$ cat src/rtl/des_round_ctrl.sv
// DES round controller: sequences the 16 Feistel rounds of one block around an
// external key schedule / f-function and returns the swapped preoutput {R16,L16}.
module des_round_ctrl #(
  parameter int NUM_ROUNDS = 16
) (
  input  logic        wClk,
  input  logic        wReset,
  input  logic        wStart,
  input  logic        wDecrypt,
  input  logic [63:0] wInputData,
  output logic        wReady,
  output logic        wBusy,
  output logic        wDone,
  output logic [63:0] wOutputData,
  output logic [3:0]  wRoundIndex,
  output logic [31:0] wFeistelIn,
  input  logic [31:0] wFeistelOut
);

  localparam logic [3:0] LAST_ROUND = 4'(NUM_ROUNDS - 1);

  typedef enum logic {
    IDLE = 1'b0,
    RUN  = 1'b1
  } state_t;

  state_t      state;
  logic [31:0] l_reg;
  logic [31:0] r_reg;
  logic [3:0]  cnt;
  logic        mode;
  logic [63:0] out_reg;
  logic        done_reg;

  always_ff @(posedge wClk) begin
    if (wReset) begin
      state    <= IDLE;
      l_reg    <= '0;
      r_reg    <= '0;
      cnt      <= '0;
      mode     <= 1'b0;
      out_reg  <= '0;
      done_reg <= 1'b0;
    end else begin
      done_reg <= 1'b0;
      case (state)
        IDLE: begin
          if (wStart) begin
            l_reg <= wInputData[63:32];
            r_reg <= wInputData[31:0];
            cnt   <= '0;
            mode  <= wDecrypt;
            state <= RUN;
          end
        end
        RUN: begin
          l_reg <= r_reg;
          r_reg <= l_reg ^ wFeistelOut;
          cnt   <= cnt + 4'd1;
          // Last round: the halves are emitted swapped, so no extra undo-swap step.
          if (cnt == LAST_ROUND) begin
            state    <= IDLE;
            out_reg  <= {l_reg ^ wFeistelOut, r_reg};
            done_reg <= 1'b1;
          end
        end
        default: state <= IDLE;
      endcase
    end
  end

  // Gated by state so a stale decrypt mode never leaks an index of 15 into IDLE.
  always_comb begin
    wRoundIndex = 4'd0;
    if (state == RUN) begin
      wRoundIndex = mode ? (LAST_ROUND - cnt) : cnt;
    end
  end

  assign wReady      = (state == IDLE);
  assign wBusy       = (state == RUN);
  assign wDone       = done_reg;
  assign wOutputData = out_reg;
  assign wFeistelIn  = r_reg;

endmodule
$ cat config.mk
export PLATFORM = sky130hd
export DESIGN_NAME = des_round_ctrl
export DESIGN_NICKNAME = d
export VERILOG_FILES = /design/src/rtl/des_round_ctrl.sv
export SDC_FILE = /design/constraint.sdc
export NUM_CORES = 1
export LEC_CHECK = 0
export ABC_AREA = 1
export CORE_MARGIN = 2
export CORE_UTILIZATION = 25
export CTS_BUF_LIST = sky130_fd_sc_hd__clkbuf_4 sky130_fd_sc_hd__clkbuf_8
export CTS_CLUSTER_DIAMETER = 40
export CTS_CLUSTER_SIZE = 10
export DETAILED_ROUTE_END_ITERATION = 6
export REMOVE_ABC_BUFFERS = 1
export SETUP_SLACK_MARGIN = 0.3
export SYNTH_ARGS = -nofsm -noshare
export SYNTH_HDL_FRONTEND = slang
export SYNTH_SLANG_ARGS = --single-unit
$ cat constraint.sdc
create_clock -name wClk -period 1.82 [get_ports wClk]
set_input_delay 0.182 -clock wClk [delete_from_list [all_inputs] [get_ports wClk]]
set_output_delay 0.182 -clock wClk [all_outputs]
set_load 0.01 [all_outputs]
Word level (Yosys, flattened, before mapping)
Index checks and enable logic that the tools add are counted.

Register bits after elaboration: 135.

Mux-type cells: 12. Reduce and logical (&&, ||, !) cells: 3. Bitwise logic cells: 2. Equality and inequality tests: 2. $add $sub $neg: 2.

Operators by type and width (number): one-hot mux 32 bit (2 select lines) (2); 2-to-1 mux 32 bit (2); XOR 32 bit (1); 2-to-1 mux 4 bit (3); one-hot mux 4 bit (2 select lines) (1); adder 4 x 1 -> 4 bit, second input constant (1); equality test 4 bit, second input constant (1); AND reduction 2 bit (2); subtractor 4 bit, first input constant (1); 2-to-1 mux 1 bit (3); inequality test 2 bit, second input constant (1); one-hot mux 1 bit (2 select lines) (1); OR reduction 2 bit (1); inverter 1 bit (1).

Logic depth before layout (Yosys ltp)
Depth after elaboration: 3. Mapped depth: 9.

Worst setup path before layout
Ideal clock, no wire load.

Kind: register to register. Start point: register state (netlist: wBusy). End point: register out_reg[29] (netlist: wOutputData[29]). Library setup time: 113 ps. Slack: 440 ps. Data required time: 1707 ps. Arrival time: 1267 ps. Stages on the path, launching flop included: 9. Period minus slack after synthesis: 1380 ps. Path through: dfxtp_1 > buf_4 > nand2_1 > nor2_4 > nand2_2 > buf_4 > buf_6 > nor2_1 > nor2_1.

Cells in the longest elaborated chain, start to end: 1.

Ends and longest elaborated chain: from (decl) (line 27) `state_t state;`; from (signal assigned) (line 37) `state <= IDLE;`; from (signal assigned) (line 53) `state <= RUN;`; from (signal assigned) (line 62) `state <= IDLE;`; AND reduction 2 bit (no line); to (signal assigned) (line 63) `out_reg <= {l_reg ^ wFeistelOut, r_reg};`; to (decl) (line 32) `logic [63:0] out_reg;`.

Every way passes these cells. A chain may end at the register's enable or synchronous reset.

Worst setup path after layout
Start point: register out_reg[20] (netlist: wOutputData[20]). End point: output wOutputData[20].

RTL lines: to (decl) (line 14) `output logic [63:0] wOutputData,`.

No word-level cell between the ends.

==> flow_summary.toml <==
[detailed_routing]
drtPass1Iterations = 7
wl_mm = 21.5
dr_total_vias = 6693
drcViolationCount = 0
detail-route-antenna-nets = 0
drt_iter0_markers = 370
viasPerCell = 4.22
wire_per_inst_um = 13.6

[die]
die_x_um = 166
dieArea_um2 = 27500
start_util_pct = 25.3
ios = 203
die_y_um = 166
coreArea_um2 = 25800
row_count = 59

[outcome]
status = "completed"

[clock_tree]
tritoncts = "built"
clk_pin_slew_ns = 0.07
root_buffer = "clkbuf_8"
numClockSinks = 135
htreeDepth = 4
clock_path_buffers = 2
cts_buffers = 17
clkLatencyLatePin_ns = 0.45

[sta]
report.final.slew_viol_count = 0
max_freq_mhz = 676
setup_tns_ns = 0
skew_ns = 0.0183
fin_crit_ns = 1.48
fin_hold_ws_ns = 0.199
rsz0062_at_grt = "false"
max-slew-margin-rel_pct = 63.5
setup_ws_ns = 0.340
tightest_slew_ns = 0.547
setup_viol = 0
min_period_over_period_pct = 81.3
hold_viol_final = 0

[yosys]
syn_avg_cell_area_um2 = 6.19
yosys-top-cells-count = "nand2_1, inv_1, dfxtp_1"
synth_area_leaders = "dfxtp_1, nand2_1, nand3_1"
ys_types = 21
synth-edff-count = 0
syn_inst = 1057
synth-seq-cells = 135
synth_most_common_cell = "nand2_1"
yosys_warnings = 0
yosysTopAreaCell = "dfxtp_1"
syn_area_um2 = 6540
synth_top_area_share_pct = 41.3
synthFlopType = "dfxtp_1"
seq_area_frac_synth_pct = 41.3
synthArstFlopShare_pct = 0

[placement]
place_ws_ns = 0.345
place_area_um2 = 8920
gp_congestion = 0.745
dpl.hpwl_mm = 14.2
port_buffers = 202

[layout]
nets = 1340
postLayoutCellArea_um2 = 9250
fillCellCount = 2837
largest_register_ffs = 64
antennaDiodeCount = 0
drive_gt1_share_pct = 7.04
register_area_um2 = 2730
post-route-util_pct = 35.8
multi_input_area_um2 = 3000
area_delta_synth_final_pct = 41.5

[worst_setup_path]
worst-setup-path-type = "register to primary output"
r2r-start = "wBusy"
required_ns = 1.64
critPathLaunchType = "register"
rr_worst_depth = 7
crit_fanout = 2
r2r_slack_ns = 0.45
critPathBufInv = 1
crit_slowest_cell = "clkdlybuf4s50_1"
worstReg2RegEnd = "wOutputData[2]"
slowest_delay_ns = 0.53
cp-end-kind = "primary output"
crit_arrival_ns = 1.30
path_cells = "clkdlybuf4s50_1"
cpLargestDelayFamily = "buffers and inverters"

[min_path]
hold_path_startpoint = "wStart"
min_delay_worst_endpoint = "wBusy"
min_path_cells = 3
hp-class = "input port to register"

[power_and_ir_drop]
combPwrFrac_pct = 15.2
power_switching_share_pct = 28.0
p_int_mw = 4.93
pwr-share-seq_pct = 46.7
p_sw_mw = 1.91
irDropWorstVdd_mv = 0.347
power_density_nw_per_um2 = 739
p_leak_nw = 4.94
clkPwrFrac_pct = 38.2

[grt]
grt_max_degree = 57
antenna_found_initial = 2
grt_overflow_total = 0
grt.total_usage_pct = 15.6
grt_pass1_wl_mm = 34.2
grt_pass1_vias = 6330

[job]
maxCapViolations = 0
==> power groups by stage <==
stage               Clock, mW  Sequential, mW  Combinational [mW]
floorplan                   0            3.28               0.441
global placement            0            3.26                1.06
detailed placement          0            3.26                1.07
CTS                      2.71            3.19                1.05
global route             2.82            3.22                1.16
finish                   2.61            3.19                1.04
==> metal layers <==
| layer | vias to the layer above | share of wire [%] | track usage [%] | routed length, um |
|---|---|---|---|---|
| met1 | 2962 | 48 | 20.7 | 10300 |
| li1 | 3542 | - | - | - |
| met5 | - | 0.098 | 0 | 21 |
| met3 | 16 | 6.1 | 4.09 | 1310 |
| met4 | 4 | 1.0 | 4.16 | 221 |
| met2 | 169 | 45 | 25.1 | 9600 |
==> per-stage QoR <==
| stage | total power, mW | cells |
|---|---|---|
| after floorplan | 3.72 | 997 |
| after global placement | 4.32 | 1553 |
| after detailed placement | 4.33 | 1553 |
| after CTS | 6.95 | 1585 |
| after global routing | 7.20 | 1585 |
| final | 6.84 | 1585 |
==> cell type report <==
type                       count  share of cell area (%)
clock inverter                 8                    1.05
clock buffer                  22                    3.20
tap                          335                    4.53
sequential                   135                    29.5
inverter                     156                    6.37
multi-input combinational    706                    32.4
timing repair buffer         223                    23.0
==> logic make-up after synthesis <==
| kind of cell | share of synthesized area [%] |
|---|---|
| and+or+nand+nor | 39.0 |
| buffers and inverters | 13.1 |
| DFF | 41.3 |
| AOI/OAI and AO/OA | 4.86 |
| xor gates and xnor gates | 1.47 |
| adders and majority gates | 0.191 |
==> how the worst max path moves through the flow <==
stage	endpoint	cells past startpoint	from
floorplan	wOutputData[0]	5	wBusy
global route	wOutputData[3]	1	wOutputData[3]
CTS	wReady	2	wBusy
finish	wOutputData[20]	1	wOutputData[20]
global placement	wReady	2	wBusy
detailed placement	wFeistelIn[9]	4	wBusy
==> cell usage in the layout (no fill, tap or decap), types with 2 or more instances in the layout <==
cell             synthesis  final
nand2_1                382    382
inv_1                  153    153
nand3_1                124    124
dfxtp_1                135    118
nor2_1                 115    114
clkdlybuf4s50_1          0     99
dlygate4sd2_1            0     96
a21oi_1                 61     61
clkbuf_8                 0     21
dfxtp_2                  0     16
buf_4                    3     14
or2_2                    7      7
xor2_1                   7      7
buf_2                   22      6
buf_12                   0      6
xnor2_1                  4      4
clkinv_2                 0      4
clkinvlp_4               0      3
nor2_4                   1      2
bufinv_16                0      2
==> timing repair <==
item | in CTS | in global routing
hold buffers | 0 | 0
buffers inserted | 1 | 0
pin swaps | 0 | 0
endpoints found under the setup margin | 101 | 31
resized for setup | 132 | 4
endpoints found under the hold margin | 0 | 0
gates cloned | 1 | 0
(Power assumes the default switching activity.)
